`src/rtl/bus_pkg.sv`:
```
// Shared constants and helpers for the CPU data-bus receive path.
package bus_pkg;

    localparam int unsigned BUS_WIDTH     = 8;
    localparam int unsigned RX_FIFO_DEPTH = 4;

    // Smallest r with 2**r >= value; elaboration-time sizing only.
    function automatic int unsigned clog2(input int unsigned value);
        int unsigned r;
        r = 0;
        while ((64'd1 << r) < 64'(value)) begin
            r = r + 1;
        end
        return r;
    endfunction

endpackage

```
`src/rtl/bus_fifo_mem.sv`:
```
// FIFO storage: one synchronous write port, one asynchronous read port.
module bus_fifo_mem
    import bus_pkg::*;
#(
    parameter int unsigned WIDTH = BUS_WIDTH,
    parameter int unsigned DEPTH = RX_FIFO_DEPTH,
    localparam int unsigned AW   = clog2(DEPTH)
) (
    input  logic             clk,
    input  logic             we,
    input  logic [AW-1:0]    waddr,
    input  logic [WIDTH-1:0] wdata,
    input  logic [AW-1:0]    raddr,
    output logic [WIDTH-1:0] rdata
);

    logic [WIDTH-1:0] mem [DEPTH];

    always_ff @(posedge clk) begin
        if (we) begin
            mem[waddr] <= wdata;
        end
    end

    assign rdata = mem[raddr];

endmodule

```
`src/rtl/bus_rx_fifo8.sv`:
```
// Samples the shared CPU data bus on bus_load and queues bytes for a valid/ready consumer.
module bus_rx_fifo8
    import bus_pkg::*;
#(
    parameter int unsigned WIDTH = BUS_WIDTH,
    parameter int unsigned DEPTH = RX_FIFO_DEPTH,
    localparam int unsigned CW   = clog2(DEPTH + 1)
) (
    input  logic             clk,
    input  logic             rst_n,
    input  logic [WIDTH-1:0] bus_in,
    input  logic             bus_load,
    output logic [WIDTH-1:0] out_data,
    output logic             out_valid,
    input  logic             out_ready,
    output logic             full,
    output logic             empty,
    output logic [CW-1:0]    count,
    output logic             overflow,
    input  logic             ovf_clear
);

    localparam int unsigned AW = clog2(DEPTH);

    logic [AW-1:0] wr_ptr_q, rd_ptr_q;
    logic [AW-1:0] wr_ptr_inc, rd_ptr_inc;
    logic [CW-1:0] count_q;
    logic          overflow_q;
    logic          push, pop, drop;

    // Status comes only from the registered count, so no input reaches an output combinationally.
    assign empty     = (count_q == '0);
    assign full      = (count_q == CW'(DEPTH));
    assign out_valid = ~empty;
    assign count     = count_q;
    assign overflow  = overflow_q;

    assign pop  = out_valid & out_ready;
    assign push = bus_load & (~full | pop);
    assign drop = bus_load & full & ~pop;

    assign wr_ptr_inc = (wr_ptr_q == AW'(DEPTH - 1)) ? '0 : wr_ptr_q + AW'(1);
    assign rd_ptr_inc = (rd_ptr_q == AW'(DEPTH - 1)) ? '0 : rd_ptr_q + AW'(1);

    always_ff @(posedge clk) begin
        if (!rst_n) begin
            wr_ptr_q   <= '0;
            rd_ptr_q   <= '0;
            count_q    <= '0;
            overflow_q <= 1'b0;
        end else begin
            if (push) begin
                wr_ptr_q <= wr_ptr_inc;
            end
            if (pop) begin
                rd_ptr_q <= rd_ptr_inc;
            end
            if (push && !pop) begin
                count_q <= count_q + CW'(1);
            end else if (pop && !push) begin
                count_q <= count_q - CW'(1);
            end
            // A dropped load wins over a clear in the same cycle.
            if (drop) begin
                overflow_q <= 1'b1;
            end else if (ovf_clear) begin
                overflow_q <= 1'b0;
            end
        end
    end

    bus_fifo_mem #(
        .WIDTH(WIDTH),
        .DEPTH(DEPTH)
    ) u_mem (
        .clk  (clk),
        .we   (push & rst_n),
        .waddr(wr_ptr_q),
        .wdata(bus_in),
        .raddr(rd_ptr_q),
        .rdata(out_data)
    );

endmodule

```
`config.mk`:
```
export PLATFORM = sky130hd
export DESIGN_NAME = bus_rx_fifo8
export DESIGN_NICKNAME = d
export VERILOG_FILES = /design/src/rtl/bus_pkg.sv /design/src/rtl/bus_fifo_mem.sv /design/src/rtl/bus_rx_fifo8.sv
export SDC_FILE = /design/constraint.sdc
export NUM_CORES = 1
export LEC_CHECK = 0
export CORE_ASPECT_RATIO = 0.8
export CORE_UTILIZATION = 35
export CTS_BUF_LIST = sky130_fd_sc_hd__clkbuf_4
export DETAILED_ROUTE_END_ITERATION = 6
export DONT_BUFFER_PORTS = 1
export SLEW_MARGIN = 30
export SYNTH_ARGS = -nofsm -noshare
export SYNTH_HDL_FRONTEND = slang
export SYNTH_HIERARCHICAL = 1
export SYNTH_SLANG_ARGS = --single-unit
export TNS_END_PERCENT = 50
```
`constraint.sdc`:
```
create_clock -name clk -period 2.5 [get_ports clk]
set_clock_uncertainty 0.15 [all_clocks]
set_input_delay 0.25 -clock clk [delete_from_list [all_inputs] [get_ports clk]]
set_output_delay 0.25 -clock clk [all_outputs]
set_load 0.1 [all_outputs]
```
==> metrics, run 1 <==
outcome=complete, no violations; Synth Warn #=6; Synth area leaders=edfxtp_1 (59%), mux4_2 (11%), dfxtp_1 (9.9%); die area=between 4000 and 5000 um^2; Worst Path Max Fanout=3; Initial Utilization=about 38%; Worst-Margin Slew=0.531 ns; clk root buf=clkbuf_4; cts bufs inserted=5; final hold viol count=0; Antenna Violating Nets Remaining=0; # resized after CTS=0; DR iter-0 viols=27; H-tree Lvls=2; final core utilization=46.3%; Residual DRC=0; via/cell ratio=4.95; CTS Sinks=40; Routed Wire Length=~2.7 mm; Pre-antenna DRT Iters=4; antenna violations before repair=0; filler cell count=roughly 390; global-route wire length before repair=4.53 mm; share of the synthesized area in the top cell type=59.4%; Die H=62.8 um; Placer Congestion=0.647; final setup fails=0; Post CTS Setup Buffer Count=0; Post-Synthesis Cell Area=1620 um^2; slew margin rel.=~65%; Yosys top cell by area=edfxtp_1; Ports=28; register area=1130 um^2; Clock Pin Slew Worst Setup and Hold Paths=between 0.1 and 0.15 ns; ANT cells=0; CP Capture Type=flip-flop; hold-fix buffer count after cts=13; number of global-route vias before repair=927; Worst EP required=approximately 2.6 ns; Data arrival, critical path=2.41 ns; share of cells above drive strength 1=28.1%; post-synthesis cell count=about 90; maximum clock frequency=437 MHz; Post-synth EDFFs=32; setup TNS=0 ns; nets@finish=137; area of the multi-input gates=480 um^2; CP startpoint kind=flip-flop; Port Buffers=0; Max Root-Sink Buffers=2; Synth Flop Type=edfxtp_1; num rows=21; Final WS setup=between 0.2 and 0.25 ns; GR Util All Layers=12.8%; Seq cells post-synth=40; dpl ws=~0.21 ns; via count=881; most frequent cells in the layout=edfxtp_1 (32), dlygate4sd3_1 (13), buf_4 (10); RSZ-0062 raised after global routing=no; Async SR Flop Fraction=0%; Setup CP Type=flip-flop to flip-flop; GRT overflow=0; largest net degree at the start of global routing=14; Synth cell types=31; core area=4310 um^2; Hold Crit Class=input port to flip-flop; Period minus WS final=2.29 ns; Routed WL per cell=~15 um; fin. max-slew vios=0; commonest non-fill, non-tap cell in the layout=edfxtp_1; Die X=78.0 um; Mapped Avg Cell Area=17.6 um^2; Syn Nets=109; Max-Cap Viols=0; Seq/Total Area, Yosys=69.3%; final worst-path cycle share=91.6%; worst skew pair latency=0.34 ns; synth-to-layout area growth=23.3%; hpwl dp=1.86 mm; reg2reg setup slack=roughly 0.21 ns; CTS tree=yes
logic make-up (layout without fill, tap and decap cells):
kind of cell,Yosys count,after routing,synth area share (%)
DFF,40,40,69.3
buffers and inverters,5,34,1.70
adders and majority gates,4,4,3.56
and+or+nand+nor,24,24,9.36
muxes,10,10,12.4
AOI/OAI and AO/OA,7,7,2.63
xor gates and xnor gates,2,2,1.08
Yosys cell counts, types with 2 or more instances:
master,number
mux2i_1,2
and3b_1,2
nor3b_1,2
ha_1,3
nand2_1,5
dfxtp_1,8
nor2_1,2
inv_1,2
nand3_1,2
mux4_2,8
edfxtp_1,32
a21boi_0,2
o21ai_0,4
cell type report:
cell class | instances | share of cell area, %
flip-flops and latches | 40 | 56.6
multi-input cells | 47 | 24.1
repair buffers | 24 | 11.3
well taps | 57 | 3.58
clock inverters | 3 | 2.13
clock buffers | 5 | 1.88
inverters | 2 | 0.376
per-stage QoR:
| step | instances | hold slack [ns] | instance area [um^2] |
|---|---|---|---|
| 3_5_place_dp | 157 | 0.199 | 1780 |
| 6_report | 178 | 0.0359 | 1990 |
| 4_1_cts | 178 | 0.0279 | 1990 |
| 5_1_grt | 178 | 0.0424 | 1990 |
| 2_1_floorplan | 92 | 0.199 | 1640 |
| 3_3_place_gp | 157 | 0.199 | 1780 |
flip-flops by register name (all words and copies together), names as in the netlist:
signal     count
u_mem/mem     32
count          3
rd_ptr_q       2
wr_ptr_q       2
overflow       1
worst max-delay path: stages, from the launching register on:
cell      delay, ns
dfxtp_4        0.36
or4b_4         0.54
and2_4         0.18
ha_1           0.20
inv_1          0.07
fa_1           0.18
xor2_1         0.08
or3_1          0.30
a21boi_0       0.15
worst paths after layout:
path / startpoint / end / depth (start not counted)
setup / recovery: count[0] / count[2] / 8
hold / removal: out_ready / wr_ptr_q[0] / 3
setup reg to reg: count[0] / count[2] / 8
hold reg to reg: wr_ptr_q[1] / wr_ptr_q[1] / 2
per-layer routing:
metal | part of all wire [%] | vias to the layer above | GRT usage (%)
met5 | 0 | - | 0
met4 | 1.8 | 0 | 6.25
met3 | 4.8 | 4 | 4.53
met2 | 49 | 17 | 21.0
met1 | 44 | 445 | 15.0
li1 | - | 415 | -
Power of run 1 is left out: the tool's default activity adds up to more than one toggle a clock period on the data nets, which glitch-free logic cannot reach.
==> run 2: changes to the inputs <==
==> constraint.sdc (replaced) <==
create_clock -name clk -period 2.5 [get_ports clk]
set_clock_uncertainty 0.15 [all_clocks]
set_input_delay 0.5 -clock clk [delete_from_list [all_inputs] [get_ports clk]]
set_output_delay 0.5 -clock clk [all_outputs]
set_load 0.1 [all_outputs]
==> metrics, run 2 (same netlist as run 1, synthesis figures left out) <==
Antenna Violating Nets Remaining=0; ANT cells=0; DR iter-0 viols=17; # resized after CTS=0; via/cell ratio=4.92; Final Non-Filler Cells=165; dpl ws=0.0954 ns; final worst-path cycle share=92.9%; filler cell count=401; final hold viol count=0; CP Capture Type=flip-flop; cts bufs inserted=5; clk root buf=clkbuf_4; CP startpoint=count[0]; Max-Cap Viols=0; Residual DRC=0; num rows=21; Post CTS Setup Buffer Count=0; commonest non-fill, non-tap cell in the layout=edfxtp_1; Biggest register=u_mem/mem; setup TNS=0 ns; Pre-antenna DRT Iters=4; Worst-Margin Slew=0.524 ns; Worst R2R Start=count[0]; Hold Crit Class=input port to flip-flop; Initial Utilization=37.5%; H-tree Lvls=2; Period minus WS final=2.32 ns; CTS Sinks=40; worst skew pair latency=approximately 0.34 ns; largest net degree at the start of global routing=14; global-route wire length before repair=between 4 and 5 mm; Routed Wire Length=2.63 mm; RSZ-0062 raised after global routing=no; Setup CP Type=flip-flop to flip-flop; reg2reg setup slack=0.18 ns; synth-to-layout area growth=14.9%; nets@finish=about 120; placed cell count=157; Data arrival, critical path=roughly 2.4 ns; final setup fails=0; Final WS setup=about 0.18 ns; fin. max-slew vios=0; Die H=62.8 um; core area=approximately 4300 um^2; CTS tree=yes; Port Buffers=0; Die X=78.0 um; GRT overflow=0; via count=811; Clock Pin Slew Worst Setup and Hold Paths=around 0.11 ns; slew margin rel.=approximately 65%; antenna violations before repair=0; share of cells above drive strength 1=32.4%; Max Root-Sink Buffers=2; max reg flops=32; Worst EP required=2.62 ns; hpwl dp=1.85 mm; worst r2r dst=count[2]; number of global-route vias before repair=851; hold-critical path depth=0; Critical Path Sink=count[2]; GR Util All Layers=12.0%; hold-fix buffer count after cts=0; Routed WL per cell=about 16 um; most frequent cells in the layout=edfxtp_1 (32), buf_4 (11), mux4_2 (8); CP startpoint kind=flip-flop; Worst Path Max Fanout=5; Placer Congestion=0.781; die area=4900 um^2; maximum clock frequency=between 400 and 500 MHz; r2r worst-path depth=8; Ports=28; outcome=complete, no violations
[run 2: changes by cell type in the layout (fill, tap and decap cells not counted), sizes merged]
| cell | previous run | this run |
|---|---|---|
| clkinvlp | 0 | 1 |
| dlygate4sd3 | 13 | 0 |
| inv | 2 | 1 |
[run 2: metal layers]
metal	vias to the layer above	wire length (um)	track usage [%]
met1	400	1090	13.8
met3	2	159	4.96
li1	392	-	-
met5	-	0	0
met4	0	22	4.86
met2	17	1360	20.0
[run 2: worst min-delay path by stage]
| stage | from | end | slack [ns] |
|---|---|---|---|
| 6_report | bus_in[4] | u_mem/mem[2][4] | 0.1 |
| 3_3_place_gp | count[2] | count[2] | 0.35 |
| 2_1_floorplan | rd_ptr_q[1] | rd_ptr_q[1] | 0.32 |
| 3_5_place_dp | wr_ptr_q[1] | wr_ptr_q[1] | 0.37 |
| 4_1_cts | bus_in[4] | u_mem/mem[2][4] | 0.07 |
| 5_1_grt | bus_in[0] | u_mem/mem[0][0] | 0.06 |
[run 2: stage by stage]
| stage | hold WS [ns] | area, um^2 | util (%) |
|---|---|---|---|
| finish | 0.0968 | 1860 | 43.1 |
| global route | 0.0643 | 1860 | 43.1 |
| CTS | 0.0744 | 1860 | 43.1 |
| detailed placement | 0.368 | 1780 | 41.3 |
| global placement | 0.349 | 1780 | 41.3 |
| floorplan | 0.315 | 1650 | - |
[run 2: layout make-up]
type	count	area, um^2	share of cell area (%)
well taps	57	71.3	3.84
flip-flops and latches	40	1130	60.8
clock buffers	5	37.5	2.02
repair buffers	11	82.6	4.44
multi-input cells	47	484	26.0
clock inverters	3	42.5	2.29
inverters	2	11.3	0.606
[run 2: critical path: stages, from the launching register on]
cell	delay [ns]
dfxtp_4	0.38
or4b_4	0.55
and2_4	0.19
ha_1	0.21
inv_1	0.07
fa_1	0.17
xor2_1	0.07
or3_1	0.30
a21boi_0	0.16
Power of run 2 is left out for the same reason.
